File: src/rtl/lamp_fpu_cmp_issue_if.sv
// lamp_fpu_cmp_issue_if
// Request/response bundle between a requester and the bfloat16 compare
// issue front-end (lamp_fpu_cmp_issue).
//   req_valid_i / req_ready_o : request handshake
//   req_op_i                  : 0=EQ 1=LT 2=LE 3=MIN 4=MAX (5..7 illegal)
//   req_a_i / req_b_i         : packed operands, W bits each
//   rsp_valid_o / rsp_ready_i : response handshake
//   rsp_data_o                : compare bit or selected operand
//   rsp_invalid_o             : invalid-operation flag for this response
// Modports: master = requester side, slave = the issue front-end.
interface lamp_fpu_cmp_issue_if #(
   parameter int W = 16
);
   logic         req_valid_i;
   logic         req_ready_o;
   logic [2:0]   req_op_i;
   logic [W-1:0] req_a_i;
   logic [W-1:0] req_b_i;
   logic         rsp_valid_o;
   logic         rsp_ready_i;
   logic [W-1:0] rsp_data_o;
   logic         rsp_invalid_o;

   modport master (
      output req_valid_i, req_op_i, req_a_i, req_b_i, rsp_ready_i,
      input  req_ready_o, rsp_valid_o, rsp_data_o, rsp_invalid_o
   );

   modport slave (
      input  req_valid_i, req_op_i, req_a_i, req_b_i, rsp_ready_i,
      output req_ready_o, rsp_valid_o, rsp_data_o, rsp_invalid_o
   );
endinterface

File: src/rtl/lamp_fpu_cmp_issue.sv
// lamp_fpu_cmp_issue
// Request/response front-end for the bfloat16 compare datapath. A request is
// latched in IDLE, unpacked and classified, one compare strobe is issued to the
// downstream compare unit, its registered result is captured and then held in
// a response register until the consumer accepts it. A sticky invalid flag
// collects accepted invalid responses for the FPU status register.
// Optional feature macro: LAMP_FPU_CMP_MINMAX_EN enables MIN (op 3) and
// MAX (op 4); without it those opcodes are answered as illegal.
// Ports:
//   clk, rst            clock; synchronous active-high reset
//   bus (slave)         request/response handshake bundle
//   clr_flags_i         clears invalid_sticky_o
//   invalid_sticky_o    OR of accepted rsp_invalid_o since last clear
//   doEq_o/doLt_o/doLe_o one-cycle strobes to the compare unit
//   opX*_o, isX*_o      unpacked operand fields and class flags (from latches)
//   cmp_i, cmp_valid_i, cmp_invalid_i  registered compare-unit result
module lamp_fpu_cmp_issue #(
   parameter int E_DW = 8,
   parameter int F_DW = 7,
   localparam int W = 1 + E_DW + F_DW
) (
   input  logic               clk,
   input  logic               rst,
   lamp_fpu_cmp_issue_if.slave bus,
   input  logic               clr_flags_i,
   output logic               invalid_sticky_o,
   output logic               doEq_o,
   output logic               doLt_o,
   output logic               doLe_o,
   output logic               opASign_o,
   output logic [E_DW-1:0]    opAExp_o,
   output logic [F_DW-1:0]    opAFract_o,
   output logic               opBSign_o,
   output logic [E_DW-1:0]    opBExp_o,
   output logic [F_DW-1:0]    opBFract_o,
   output logic               isAZer_o,
   output logic               isASNaN_o,
   output logic               isAQNaN_o,
   output logic               isBZer_o,
   output logic               isBSNaN_o,
   output logic               isBQNaN_o,
   input  logic               cmp_i,
   input  logic               cmp_valid_i,
   input  logic               cmp_invalid_i
);

   typedef enum logic [1:0] {IDLE, ISSUE, WAIT, RESP} stateT;

   localparam logic [2:0] OP_EQ  = 3'd0;
   localparam logic [2:0] OP_LT  = 3'd1;
   localparam logic [2:0] OP_LE  = 3'd2;
   localparam logic [2:0] OP_MIN = 3'd3;
   localparam logic [2:0] OP_MAX = 3'd4;

   stateT state, nextState;

   logic [W-1:0] opA, opB;
   logic [2:0]   opReg;
   logic [W-1:0] rspData;
   logic         rspInvalid;
   logic         sticky;

   logic         reqLegal;
   logic         loadReq, capture, rspFire;
   logic         reqReady, rspValid;
   logic         doEq, doLt, doLe;
   logic [W-1:0] capData;
   logic         capInvalid;

   logic aNaN, bNaN;

   // Unpacked fields and classification come straight from the latched
   // operands so they stay stable for the whole operation.
   assign opASign_o  = opA[W-1];
   assign opAExp_o   = opA[W-2:F_DW];
   assign opAFract_o = opA[F_DW-1:0];
   assign opBSign_o  = opB[W-1];
   assign opBExp_o   = opB[W-2:F_DW];
   assign opBFract_o = opB[F_DW-1:0];

   assign aNaN = (&opAExp_o) && (|opAFract_o);
   assign bNaN = (&opBExp_o) && (|opBFract_o);

   assign isAZer_o  = (opAExp_o == '0) && (opAFract_o == '0);
   assign isBZer_o  = (opBExp_o == '0) && (opBFract_o == '0);
   assign isAQNaN_o = aNaN &&  opAFract_o[F_DW-1];
   assign isASNaN_o = aNaN && !opAFract_o[F_DW-1];
   assign isBQNaN_o = bNaN &&  opBFract_o[F_DW-1];
   assign isBSNaN_o = bNaN && !opBFract_o[F_DW-1];

   // Which opcodes are actually served; everything else is answered at once
   // as an invalid operation without touching the compare unit.
`ifdef LAMP_FPU_CMP_MINMAX_EN
   assign reqLegal = (bus.req_op_i <= OP_MAX);
`else
   assign reqLegal = (bus.req_op_i <= OP_LE);
`endif

   // Response value formed from the compare unit's result. MIN/MAX reuse the
   // LT compare and then pick an operand, with NaN operands steered around.
`ifdef LAMP_FPU_CMP_MINMAX_EN
   localparam logic [W-1:0] CANON_QNAN = {1'b0, {E_DW{1'b1}}, 1'b1, {(F_DW-1){1'b0}}};

   always_comb begin
      capData    = {{(W-1){1'b0}}, cmp_i};
      capInvalid = cmp_invalid_i;
      if ((opReg == OP_MIN) || (opReg == OP_MAX)) begin
         capInvalid = isASNaN_o || isBSNaN_o;
         if (aNaN && bNaN)
            capData = CANON_QNAN;
         else if (aNaN)
            capData = opB;
         else if (bNaN)
            capData = opA;
         else if (opReg == OP_MIN)
            capData = cmp_i ? opA : opB;
         else
            capData = cmp_i ? opB : opA;
      end
   end
`else
   always_comb begin
      capData    = {{(W-1){1'b0}}, cmp_i};
      capInvalid = cmp_invalid_i;
   end
`endif

   // State register; reset from any state aborts the operation in flight.
   always_ff @(posedge clk) begin
      if (rst)
         state <= IDLE;
      else
         state <= nextState;
   end

   // Next-state and handshake/strobe decode. Only IDLE accepts requests, so
   // a response and a new request never overlap.
   always_comb begin
      nextState = state;
      reqReady  = 1'b0;
      rspValid  = 1'b0;
      doEq      = 1'b0;
      doLt      = 1'b0;
      doLe      = 1'b0;
      loadReq   = 1'b0;
      capture   = 1'b0;
      rspFire   = 1'b0;
      case (state)
         IDLE: begin
            reqReady = 1'b1;
            if (bus.req_valid_i) begin
               loadReq   = 1'b1;
               nextState = reqLegal ? ISSUE : RESP;
            end
         end
         ISSUE: begin
            case (opReg)
               OP_EQ:   doEq = 1'b1;
               OP_LE:   doLe = 1'b1;
               default: doLt = 1'b1;
            endcase
            nextState = WAIT;
         end
         WAIT: begin
            if (cmp_valid_i) begin
               capture   = 1'b1;
               nextState = RESP;
            end
         end
         RESP: begin
            rspValid = 1'b1;
            if (bus.rsp_ready_i) begin
               rspFire   = 1'b1;
               nextState = IDLE;
            end
         end
         default: nextState = IDLE;
      endcase
   end

   // Operand latches and the response register. Illegal requests fill the
   // response immediately; legal ones wait for the compare unit.
   always_ff @(posedge clk) begin
      if (rst) begin
         opA        <= '0;
         opB        <= '0;
         opReg      <= '0;
         rspData    <= '0;
         rspInvalid <= 1'b0;
      end else begin
         if (loadReq) begin
            opA   <= bus.req_a_i;
            opB   <= bus.req_b_i;
            opReg <= bus.req_op_i;
            if (!reqLegal) begin
               rspData    <= '0;
               rspInvalid <= 1'b1;
            end
         end
         if (capture) begin
            rspData    <= capData;
            rspInvalid <= capInvalid;
         end
      end
   end

   // Sticky invalid flag; a setting handshake wins over a clear in the same cycle.
   always_ff @(posedge clk) begin
      if (rst)
         sticky <= 1'b0;
      else if (rspFire && rspInvalid)
         sticky <= 1'b1;
      else if (clr_flags_i)
         sticky <= 1'b0;
   end

   assign bus.req_ready_o   = reqReady;
   assign bus.rsp_valid_o   = rspValid;
   assign bus.rsp_data_o    = rspData;
   assign bus.rsp_invalid_o = rspInvalid;
   assign invalid_sticky_o  = sticky;
   assign doEq_o            = doEq;
   assign doLt_o            = doLt;
   assign doLe_o            = doLe;

endmodule

File: src/flat_wrapper.sv
// flat-port wrapper written by rule: the top's interface ports become plain ports
module lamp_fpu_cmp_issue_flat 
#(
   parameter int E_DW = 8,
   parameter int F_DW = 7,
   localparam int W = 1 + E_DW + F_DW
)
  (clk, rst, clr_flags_i, invalid_sticky_o, doEq_o, doLt_o, doLe_o, opASign_o, opAExp_o, opAFract_o, opBSign_o, opBExp_o, opBFract_o, isAZer_o, isASNaN_o, isAQNaN_o, isBZer_o, isBSNaN_o, isBQNaN_o, cmp_i, cmp_valid_i, cmp_invalid_i, bus_req_valid_i, bus_req_op_i, bus_req_a_i, bus_req_b_i, bus_rsp_ready_i, bus_req_ready_o, bus_rsp_valid_o, bus_rsp_data_o, bus_rsp_invalid_o);
  lamp_fpu_cmp_issue_if #(.W(16)) bus_i ();
  input  logic clk;
  input  logic rst;
  input  logic clr_flags_i;
  output logic invalid_sticky_o;
  output logic doEq_o;
  output logic doLt_o;
  output logic doLe_o;
  output logic opASign_o;
  output logic [E_DW-1:0] opAExp_o;
  output logic [F_DW-1:0] opAFract_o;
  output logic opBSign_o;
  output logic [E_DW-1:0] opBExp_o;
  output logic [F_DW-1:0] opBFract_o;
  output logic isAZer_o;
  output logic isASNaN_o;
  output logic isAQNaN_o;
  output logic isBZer_o;
  output logic isBSNaN_o;
  output logic isBQNaN_o;
  input  logic cmp_i;
  input  logic cmp_valid_i;
  input  logic cmp_invalid_i;
  input wire logic [$bits(bus_i.req_valid_i)-1:0] bus_req_valid_i;
  input wire logic [$bits(bus_i.req_op_i)-1:0] bus_req_op_i;
  input wire logic [$bits(bus_i.req_a_i)-1:0] bus_req_a_i;
  input wire logic [$bits(bus_i.req_b_i)-1:0] bus_req_b_i;
  input wire logic [$bits(bus_i.rsp_ready_i)-1:0] bus_rsp_ready_i;
  output wire logic [$bits(bus_i.req_ready_o)-1:0] bus_req_ready_o;
  output wire logic [$bits(bus_i.rsp_valid_o)-1:0] bus_rsp_valid_o;
  output wire logic [$bits(bus_i.rsp_data_o)-1:0] bus_rsp_data_o;
  output wire logic [$bits(bus_i.rsp_invalid_o)-1:0] bus_rsp_invalid_o;
  assign bus_i.req_valid_i = bus_req_valid_i;
  assign bus_i.req_op_i = bus_req_op_i;
  assign bus_i.req_a_i = bus_req_a_i;
  assign bus_i.req_b_i = bus_req_b_i;
  assign bus_i.rsp_ready_i = bus_rsp_ready_i;
  assign bus_req_ready_o = bus_i.req_ready_o;
  assign bus_rsp_valid_o = bus_i.rsp_valid_o;
  assign bus_rsp_data_o = bus_i.rsp_data_o;
  assign bus_rsp_invalid_o = bus_i.rsp_invalid_o;
  lamp_fpu_cmp_issue #(.E_DW(E_DW), .F_DW(F_DW)) u_core (.clk(clk), .rst(rst), .bus(bus_i), .clr_flags_i(clr_flags_i), .invalid_sticky_o(invalid_sticky_o), .doEq_o(doEq_o), .doLt_o(doLt_o), .doLe_o(doLe_o), .opASign_o(opASign_o), .opAExp_o(opAExp_o), .opAFract_o(opAFract_o), .opBSign_o(opBSign_o), .opBExp_o(opBExp_o), .opBFract_o(opBFract_o), .isAZer_o(isAZer_o), .isASNaN_o(isASNaN_o), .isAQNaN_o(isAQNaN_o), .isBZer_o(isBZer_o), .isBSNaN_o(isBSNaN_o), .isBQNaN_o(isBQNaN_o), .cmp_i(cmp_i), .cmp_valid_i(cmp_valid_i), .cmp_invalid_i(cmp_invalid_i));
endmodule
File: config.mk
export PLATFORM = sky130hd
export DESIGN_NAME = lamp_fpu_cmp_issue_flat
export DESIGN_NICKNAME = d
export VERILOG_FILES = /design/src/rtl/lamp_fpu_cmp_issue_if.sv /design/src/rtl/lamp_fpu_cmp_issue.sv /design/src/flat_wrapper.sv
export SDC_FILE = /design/constraint.sdc
export NUM_CORES = 1
export LEC_CHECK = 0
export BUFFER_PORTS_ARGS = -buffer_cell sky130_fd_sc_hd__buf_4
export CAP_MARGIN = 20
export CORE_MARGIN = 2
export CORE_UTILIZATION = 43
export DETAILED_ROUTE_END_ITERATION = 8
export GPL_ROUTABILITY_DRIVEN = 0
export PLACE_DENSITY = 0.75
export SLEW_MARGIN = 25
export SYNTH_ARGS = -nofsm -noshare
export SYNTH_HDL_FRONTEND = slang
export SYNTH_SLANG_ARGS = --single-unit
File: constraint.sdc
create_clock -name clk -period 2 [get_ports clk]
set_input_delay 0.2 -clock clk [delete_from_list [all_inputs] [get_ports clk]]
set_output_delay 0.2 -clock clk [all_outputs]
set_load 0.01 [all_outputs]
==> results.toml <==
[sta]
rsz0062_at_grt = "no"
finalSetupTns_ns = 0
min_period_over_period = 0.9358
final_hold_viol_count = 0
min_period_ns = 1.872
fmax_ghz = 0.5343
slew_violations = 0
fin_worst_skew_ns = 0.001901
setup_viol = 0
postLayoutSetupSlackWorst_ns = 0.1284

[clocking]
cts_root_buf = "clkbuf_8"
htree_num_levels = 2
clock_latency_ns = 0.28
cts_tree = "yes"
cts.path.max_buffers = 2
clk_pin_slew_ns = 0.07
clock_sinks = 40
cts_setup_buffers = 0
cts_buffers = 5
cts_hold_buf = 0
cts_resized = 0

[synth]
syn_inst = 227
ys_seq_area_frac = 0.4558
synth_edf_count = 0
synthArstFlopShare = 0
synthMostInstantiatedCell = "nand2_1"
synth_commonest_cells = "nand2_1, dfxtp_1, a21oi_1"
syn_area_per_cell_um2 = 7.739
ys_warn_count = 0
ys_ff_latch = 40
synth.distinct_cells = 27
synth.area.top_cells = "dfxtp_1, nand2_1, a21oi_1"
synth_flop_cell = "dfxtp_1"
synth_top_area_frac = 0.4558
synth_area_um2 = 1757
yosys.area.top_type = "dfxtp_1"

[power_and_ir_drop]
swShare = 0.3575
powerDensity_nw_per_um2 = 1064
p_comb_frac = 0.412
p_int_mw = 1.689
total_leakage_power_nw = 1.140
clockPowerShare = 0.176
seq_power_share = 0.412
ir_drop_uv = 518.4
switchingPower_mw = 0.9400

[setup_path]
path_class = "reg -> out"
critPathArrivalTime_ns = 1.67
crit_path_start_kind = "flip-flop"
worstPathMaxFanout = 3
cp.required_ns = 1.80
end_kind = "primary output"

[place]
place_area_um2 = 2404
port_buffers = 88
dp_hpwl_um = 3183
pre_cts_ws_ns = 0.4255

[layout]
postLayoutCellArea_um2 = 2472
drive_gt1_frac = 0.3205
fill_cells = 382
n_antenna_cell = 0
areaGrowthSynthToFinish_pct = 40.74
fin_util = 0.6226
layout.nets = 361

[floorplan]
die_h_um = 67.92
ios = 104
die_w_um = 67.92
core-area_um2 = 3971
std_cell_rows = 23
initial_core_util = 0.4423
die_area_um2 = 4612

[route]
vias = 1759
wl_per_cell_um = 12.03
drt-total-wl_um = 4355
first_iter_violations = 149
firstDrtPassIters = 4
post-route-drc-count = 0
detail_route.vias_per_cell = 4.859
detail-route-antenna-nets = 0

[status]
status = "completed"

[global_route]
grt_max_degree = 42
antenna_found_initial = 0
grt_pass1_vias = 1531
grt_pass1_wl_um = 6637
grt_use_total = 0.1922
grt-ovfl-total = 0

[worst_hold_path]
min_path_type = "in -> reg"

[run]
drv_cap = 0
==> cell usage in the layout (no fill, tap or decap), types with 3 or more instances in the layout <==
cell type  count
a21oi_1       39
and3_1         3
buf_4         92
clkbuf_8       5
conb_1        15
dfxtp_1       40
ha_1           4
inv_1          6
nand2_1       73
nand2b_1       3
nand4_1        4
nor2_1         4
nor3_1         3
nor4_1         6
==> power by group through the flow <==
stage,Sequential (mW),Clock [mW],Combinational (mW)
floorplan,1.13,0,0.599
global placement,1.10,0,1.07
detailed placement,1.10,0,1.09
CTS,1.08,0.488,1.09
global route,1.11,0.519,1.21
finish,1.08,0.463,1.08
==> metal layers <==
| metal | track usage | share of wire | vias up |
|---|---|---|---|
| met5 | 0 | 0 | - |
| met4 | 0.08000 | 0.0094 | 0 |
| met3 | 0.06414 | 0.089 | 5 |
| met2 | 0.3186 | 0.47 | 66 |
| met1 | 0.2279 | 0.43 | 793 |
| li1 | - | - | 895 |
==> registers in the layout (all words and copies together), names as in the netlist <==
signal / flops
u_core.opReg: 3
u_core.opA: 16
u_core.bus.rsp_data_o: 1
u_core.state: 2
u_core.opB: 16
u_core.invalid_sticky_o: 1
u_core.bus.rsp_invalid_o: 1
==> final timing paths <==
check | startpoint | to | slack, ns | cells past startpoint
min reg2reg | u_core.opReg[2] | u_core.opReg[2] | 0.46 | 2
min | bus_req_a_i[13] | u_core.opA[13] | 0.16 | 3
max reg2reg | u_core.state[0] | u_core.bus.rsp_invalid_o | 0.56 | 6
max | u_core.opB[3] | isBZer_o | 0.13 | 4
==> critical path, cell delays in order (launching register included) <==
cell and delay, ns:
dfxtp_1 0.32, or4_1 0.53, nor4_2 0.22, and3_1 0.21, buf_4 0.12
==> cell families after synthesis <==
group	count (synthesis)	share of synthesized area
AND/OR/NAND/NOR	104	0.2657
multiplexers	1	0.005698
AO/OA/AOI/OAI	45	0.1389
flip-flops	40	0.4558
adder cells (fa/ha/maj)	4	0.02849
buffers and inverters	32	0.1033
other	1	0.002135
==> through the flow <==
stage	hold WS, ns	power (mW)	cells
6_report	0.1611	2.629	362
2_1_floorplan	0.3360	1.733	241
3_5_place_dp	0.4501	2.191	357
3_3_place_gp	0.4439	2.169	357
5_1_grt	0.1511	2.835	362
4_1_cts	0.1493	2.661	362
==> cell type report <==
cell class / count / area [um2] / area share
Inverter: 6 / 22.52 / 0.009109
Timing Repair Buffer: 92 / 690.7 / 0.2794
Tap cell: 50 / 62.56 / 0.02530
Clock buffer: 5 / 68.82 / 0.02783
Sequential cell: 40 / 800.8 / 0.3239
Multi-Input combinational cell: 169 / 827.0 / 0.3345
Power figures use the tool's default switching activity.
